[src/rtl/uart_rx_gen2.sv]
// uart_rx_gen2: oversampling UART receiver with majority-vote sampling, parity/stop checking and a one-word hold register
module uart_rx_gen2 #(
  parameter int FREQ       = 50_000_000,
  parameter int BAUDRATE   = 19200,
  parameter int OVERSAMPLE = 16,
  parameter int DATA_BITS  = 8,
  parameter int PARITY     = 0,
  parameter int STOP_BITS  = 1
) (
  input  logic                 clk,
  input  logic                 rst,
  input  logic                 rx,
  output logic [DATA_BITS-1:0] rx_data,
  output logic                 rx_valid,
  input  logic                 rx_ready,
  output logic                 parity_err,
  output logic                 frame_err,
  output logic                 overrun,
  output logic                 busy
);
  localparam int DIV_RAW = FREQ / (BAUDRATE * OVERSAMPLE);
  localparam int DIV = DIV_RAW < 1 ? 1 : DIV_RAW;
  localparam int CW = DIV > 1 ? $clog2(DIV) : 1;
  localparam int PW = $clog2(OVERSAMPLE);
  localparam int BW = $clog2(DATA_BITS);
  localparam logic [CW-1:0] C_MAX = CW'(DIV - 1);
  localparam logic [PW-1:0] P_LO = PW'(OVERSAMPLE / 2 - 1);
  localparam logic [PW-1:0] P_MID = PW'(OVERSAMPLE / 2);
  localparam logic [PW-1:0] P_HI = PW'(OVERSAMPLE / 2 + 1);
  localparam logic [PW-1:0] P_MAX = PW'(OVERSAMPLE - 1);
  localparam logic [BW-1:0] B_MAX = BW'(DATA_BITS - 1);
  localparam logic S_LAST = 1'(STOP_BITS - 1);
  localparam logic ODD = PARITY == 1;

  typedef enum logic [2:0] {S_IDLE, S_START, S_DATA, S_PAR, S_STOP} state_t;

  state_t               state;
  logic [1:0]           sync;
  logic                 rx_s;
  logic [CW-1:0]        cnt;
  logic                 tick;
  logic [PW-1:0]        phase;
  logic [BW-1:0]        bit_cnt;
  logic                 stop_cnt;
  logic [1:0]           smp;
  logic                 armed;
  logic [DATA_BITS-1:0] shreg;
  logic                 perr;
  logic                 ferr;
  logic                 maj;
  logic                 done;

  assign rx_s = sync[1];
  assign tick = cnt == C_MAX;
  assign maj = (smp[0] & smp[1]) | (rx_s & (smp[0] | smp[1]));
  assign done = tick && state == S_STOP && phase == P_HI && stop_cnt == S_LAST;
  assign busy = state != S_IDLE;

  always_ff @(posedge clk or posedge rst)
    if (rst) sync <= 2'b11;
    else sync <= {sync[0], rx};

  always_ff @(posedge clk or posedge rst)
    if (rst) cnt <= '0;
    else cnt <= tick ? '0 : cnt + 1'b1;

  always_ff @(posedge clk or posedge rst) begin
    if (rst) begin
      state      <= S_IDLE;
      phase      <= '0;
      bit_cnt    <= '0;
      stop_cnt   <= 1'b0;
      smp        <= '0;
      armed      <= 1'b0;
      shreg      <= '0;
      perr       <= 1'b0;
      ferr       <= 1'b0;
      rx_data    <= '0;
      rx_valid   <= 1'b0;
      parity_err <= 1'b0;
      frame_err  <= 1'b0;
      overrun    <= 1'b0;
    end else begin
      overrun <= done && rx_valid && !rx_ready;
      // a completed frame only replaces the held word if the slot is free or being drained this clk
      if (done && (!rx_valid || rx_ready)) begin
        rx_data    <= shreg;
        parity_err <= perr;
        frame_err  <= ferr | ~maj;
        rx_valid   <= 1'b1;
      end else if (rx_valid && rx_ready) rx_valid <= 1'b0;
      if (state == S_IDLE && rx_s) armed <= 1'b1;
      if (tick) begin
        if (phase == P_LO || phase == P_MID) smp <= {smp[0], rx_s};
        phase <= (state == S_IDLE || phase == P_MAX) ? '0 : phase + 1'b1;
        case (state)
          S_IDLE:
            if (armed && !rx_s) begin
              state <= S_START;
              perr  <= 1'b0;
              ferr  <= 1'b0;
            end
          S_START:
            if (phase == P_HI && maj) state <= S_IDLE;
            else if (phase == P_MAX) begin
              state   <= S_DATA;
              bit_cnt <= '0;
            end
          S_DATA: begin
            if (phase == P_HI) shreg <= {maj, shreg[DATA_BITS-1:1]};
            if (phase == P_MAX) begin
              bit_cnt  <= bit_cnt + 1'b1;
              stop_cnt <= 1'b0;
              if (bit_cnt == B_MAX) state <= PARITY != 0 ? S_PAR : S_STOP;
            end
          end
          S_PAR: begin
            if (phase == P_HI) perr <= maj ^ (^shreg) ^ ODD;
            if (phase == P_MAX) state <= S_STOP;
          end
          S_STOP:
            if (phase == P_HI) begin
              ferr <= ferr | ~maj;
              if (done) begin
                state <= S_IDLE;
                armed <= 1'b0;
              end
            end else if (phase == P_MAX) stop_cnt <= stop_cnt + 1'b1;
          default: state <= S_IDLE;
        endcase
      end
    end
  end
endmodule

[config.mk]
export PLATFORM = sky130hd
export DESIGN_NAME = uart_rx_gen2
export DESIGN_NICKNAME = d
export VERILOG_FILES = /design/src/rtl/uart_rx_gen2.sv
export SDC_FILE = /design/constraint.sdc
export NUM_CORES = 1
export LEC_CHECK = 0
export ABC_AREA = 1
export BUFFER_PORTS_ARGS = -buffer_cell sky130_fd_sc_hd__buf_2
export CAP_MARGIN = 40
export CORE_MARGIN = 2
export CORE_UTILIZATION = 45
export CTS_BUF_LIST = sky130_fd_sc_hd__clkbuf_16
export CTS_CLUSTER_DIAMETER = 120
export CTS_CLUSTER_SIZE = 25
export DETAILED_ROUTE_END_ITERATION = 12
export PLACE_DENSITY_LB_ADDON = 0.05
export SLEW_MARGIN = 40
export SYNTH_ARGS = -nofsm -noshare
export SYNTH_HDL_FRONTEND = slang
export SYNTH_SLANG_ARGS = --single-unit
export TNS_END_PERCENT = 50
[constraint.sdc]
create_clock -name clk -period 2.2 [get_ports clk]
set_input_delay 0.66 -clock clk [delete_from_list [all_inputs] [get_ports clk]]
set_output_delay 0.66 -clock clk [all_outputs]
set_load 0.01 [all_outputs]
[After elaboration in Yosys (flattened, before gate mapping)]
Index checks and enable logic that the tools add are counted.
Cells by class
  muxes and demuxes: 31
  bitwise gates (word level): 8
  divide/modulo/power cells: 0
  $add $sub $neg: 4
  shift operators: 0
  reduce and logical (&&, ||, !) cells: 31
  magnitude comparators: 0
  multiply operators: 0
  eq/ne operators: 22
Operators by type and width (count)
  $mux W3: 11
  $ne A2 B2 Y1 const B: 8
  $pmux W3 S5: 1
  $mux W1: 13
  $eq A4 B4 Y1 const B: 3
  $logic_and A1 B1 Y1: 10
  $reduce_and A5 Y1: 2
  $reduce_bool A2 Y1: 5
  $add A8 B1 Y8 const B: 1
  $eq A8 B8 Y1 const B: 1
  $mux W8: 1
  $reduce_and A4 Y1: 2
  $reduce_and A8 Y1: 1
  $reduce_xor A8 Y1: 1
  $eq A3 B2 Y1 const B: 2
  $eq A3 B3 Y1 const B: 2
  $ne A2 B1 Y1 const B: 3
  $pmux W1 S2: 3
  $pmux W3 S2: 1
  $add A4 B1 Y4 const B: 1
  $eq A4 B3 Y1 const B: 1
  $mux W4: 1
  $add A3 B1 Y3 const B: 1
  $eq A3 B1 Y1 const B: 1
  other kinds (12): 20
Storage, ports and cells
  register bits: 46
  bits of input ports: 4
  word-level logic and storage cells: 112
  memories: 0
  ROM bits: 0
  bits in writable memories: 0
  latch bits: 0
  output and inout bits: 13

[Longest topological paths before layout]
  depth after elaboration: 8
  depth in mapped cells: 10
  mapped depth without buffers: 10

[Least setup slack after synthesis]
Ideal clock, no wire load.
  kind: register to register
  start: register cnt[1]
  end: register rx_data[7]
  data required time: 2083 ps
  setup slack: 743 ps
  buffers on the path: 1
  arrival: 1340 ps
  library setup time: 117 ps
  period minus slack after synthesis: 1457 ps
  stages on the path, launching flop included: 11
  cells stage by stage: dfrtp_1 inv_1 ha_1 nand3_1 nor2_4 nand3_4 inv_4 nand2_4 buf_6 nand2_2 o21ai_2
On the way
  longest elaborated chain between the ends: 5
Ends and longest elaborated chain
  start: declaration: line 40  | logic [CW-1:0] cnt;
  start signal: assignment: line 65  | else cnt <= tick ? '0 : cnt + 1'b1;
  $eq A8 B8 Y1: line 54  | assign tick = cnt == C_MAX;
  $logic_and A1 B1 Y1 (3 in a row): line 56  | assign done = tick && state == S_STOP && phase == P_HI && stop_cnt == S_LAST;
  $logic_and A1 B1 Y1: line 86  | if (done && (!rx_valid || rx_ready)) begin
  end signal: assignment: line 87  | rx_data <= shreg;
  end: declaration: line 13  | output logic [DATA_BITS-1:0] rx_data,
Every way passes these cells.
A chain may end at the register's enable or synchronous reset.

[Worst setup path after layout]
  start: register state[0]
  end: output busy
On the way
  longest elaborated chain between the ends: 1
Ends and longest elaborated chain
  start: declaration: line 37  | state_t state;
  start signal: assignment: line 114  | if (bit_cnt == B_MAX) state <= PARITY != 0 ? S_PAR : S_STOP;
  $reduce_bool A3 Y1: line 57  | assign busy = state != S_IDLE;
  end: declaration: line 19  | output logic busy
Every way passes these cells.

==> results.ini <==
[clock_tree]
cts.sinks=46
clk-insertion-delay-late_ps=290
ctsRootBufferMaster=sky130_fd_sc_hd__clkbuf_16
clkTransAtPathRegs_ps=60
maximum_number_of_buffers_from_clock_root_to_sink=2
htree_num_levels=2
cts.repair.resized=0
ctsHoldBuffers=0
post_cts_buffers=0
cts_inserted_buffers=5
cts_tree=done

[placed_design]
gp_weighted_congestion=0.8024
hpwl_mm=2.955
buffers_added_on_ports=16
place_ws_ps=393.7

[run_status]
run_status=completed

[route]
wl_mm=3.944
via_count=1685
route.antenna.remaining_nets=0
post_drt_wl_per_cell_um=10.87
drt-initial-drc-count=43
detail_route.drc_violations=0
drt-pass1-iter-count=4
route.detailed.vias_per_inst=4.642

[layout]
post_route_cells_drive_above_1_share_pct=17.41
number_of_antenna_diodes=0
design.final.nets=303
leading_cell_types_in_the_layout_fill_and_taps_excluded=sky130_fd_sc_hd__nand2_1 (77), sky130_fd_sc_hd__dfrtp_1 (44), sky130_fd_sc_hd__inv_1 (39)
most_common_cell_after_layout_fill_and_taps_aside=sky130_fd_sc_hd__nand2_1
layout-area-overhead-vs-synth_pct=15.19

[floorplanning]
ioPinCount=17
die_area_um2=5754
die_x_um=75.86
chipHeight_um=75.86
core_um2=5042
num_rows=26
initial_core_util_pct=46.08

[timing]
report.final.hold_viol_count=0
maxClockFrequency_mhz=522.4
timing_worst_slew_pin_value_ps=390.8
final_period_minus_worst_setup_slack_ps=1914
setup_tns_ps=0
fin_skew_ps=7.301
finalSetupViolCount=0
report.final.slew_viol_count=0
layout_setup_ws_ps=285.6
rsz0062_at_grt=no
post-route-period-util_pct=87.02
slew-limit-headroom_pct=73.91

[critical_path]
required_ps=1540
critical_path_class=reg2out
timing.critical_path.arrival_ps=1250
critPathMaxFanout=6
critPathLaunchType=register
worst_reg2reg_startpoint=cnt[1]$_DFF_PP0_
worstSetupStartpoint=state[0]$_DFFE_PP0P_
critPathCaptureType=primary output

[grt]
vias_in_the_first_global_route=1501
antenna_violations_before_repair=0
global_route.usage.total_pct=15.51
grt_pass1_wl_mm=6.693
pin_count_of_the_biggest_net_entering_global_routing=31
globalRouteOverflowTotal=0

[power]
leakagePower_nw=1.317
max-vdd-ir-drop_mv=0.2964
p_per_area_nw_per_um2=681.7

[worst_hold_path]
hold_class=in2async

[logic_synthesis]
synth_area_per_cell_um2=8.574
synth_top_cell_area_share_pct=47.39
post_synth_inst_count=271
synth-async-reset-ratio_pct=100.0
synth_flop_cell=sky130_fd_sc_hd__dfrtp_1
synthTopCellsByArea=sky130_fd_sc_hd__dfrtp_1 (47%), sky130_fd_sc_hd__nand2_1 (12%), sky130_fd_sc_hd__inv_1 (6.5%)
syn_area_um2=2323
synth_warnings=0
seq_total_area_yosys_pct=49.65
synth_nets=282
yosys.area.top_type=sky130_fd_sc_hd__dfrtp_1
yosys.cell_types.count=32
synth_edf_count=0
ys_seq_elements=46

[flow_run]
max_cap_viol_count=0

critical path, cell delays in order, from the launching register on:
cell and delay [ps]:
sky130_fd_sc_hd__dfrtp_1 470, sky130_fd_sc_hd__nor2_4 190, sky130_fd_sc_hd__nand2_2 130, sky130_fd_sc_hd__buf_2 170
metal layers:
| metal | track usage [%] | vias to the layer above | part of all wire (%) |
|---|---|---|---|
| met5 | 0 | - | 0 |
| met1 | 20.75 | 757 | 50 |
| li1 | - | 899 | - |
| met3 | 4.365 | 9 | 3.6 |
| met2 | 23.75 | 20 | 44 |
| met4 | 6.238 | 0 | 1.9 |
state kept, by name, summed over array words and instances, names as in the netlist:
| register | cells |
|---|---|
| sync | 2 |
| rx_data | 8 |
| shreg | 8 |
| ferr | 1 |
| parity_err | 1 |
| state | 3 |
| phase | 4 |
| rx_valid | 1 |
| armed | 1 |
| cnt | 8 |
| frame_err | 1 |
| smp | 2 |
| overrun | 1 |
| bit_cnt | 3 |
| stop_cnt | 1 |
| perr | 1 |
synthesized netlist by cell type, types with 5 or more instances:
cell type,n
sky130_fd_sc_hd__a21oi_1,6
sky130_fd_sc_hd__dfrtp_1,44
sky130_fd_sc_hd__ha_1,7
sky130_fd_sc_hd__inv_1,40
sky130_fd_sc_hd__nand2_1,77
sky130_fd_sc_hd__nand3_1,20
sky130_fd_sc_hd__nor2_1,10
sky130_fd_sc_hd__o21ai_0,12
sky130_fd_sc_hd__o21ai_1,9
sky130_fd_sc_hd__o21ai_2,8
sky130_fd_sc_hd__xor2_1,5
cells by family (layout without fill, tap and decap cells):
logic type | count (synthesis) | after routing | synth area share, %
fa+ha+maj | 7 | 7 | 3.769
buf+inv | 45 | 67 | 7.916
simple gates | 128 | 128 | 26.33
compound gates | 39 | 39 | 10.07
xor+xnor | 6 | 6 | 2.262
flops | 46 | 46 | 49.65
path summary, 6_finish.rpt:
path / to / slack [ps] / cells past startpoint
max: busy / 290 / 3
min: state[0]$_DFFE_PP0P_ / 350 / 2
max reg2reg: frame_err$_DFFE_PP0P_ / 410 / 9
min reg2reg: sync[1]$_DFF_PP1_ / 360 / 0
max in group asynchronous: sync[1]$_DFF_PP1_ / 1290 / 3
min in group clk: sync[1]$_DFF_PP1_ / 360 / 0
area by class of cell:
cell class,instances,area (um^2)
Multi-Input combinational cell,180,985.9
Inverter,42,160.2
Timing Repair Buffer,17,100.1
Sequential cell,46,1154
Fill cell,457,2366
Clock inverter,3,63.81
Tap cell,70,87.58
Clock buffer,5,125.1
power by group:
part           switching [mW]  internal (mW)
clock network           0.300          0.646
logic                  0.0211        0.00740
registers            0.000695          0.849
through the flow:
stage,hold slack (ps),cell area [um^2],cells,power (mW),util (%)
after global routing,364.2,2676,363,1.889,53.08
final,350.4,2676,363,1.824,53.08
after floorplan,345.2,2323,271,0.8825,-
after CTS,362.0,2676,363,1.851,53.08
after detailed placement,350.3,2487,355,0.8962,49.33
after global placement,352.4,2487,355,0.8964,49.33
Note: power is estimated with default switching activity, not from simulation.
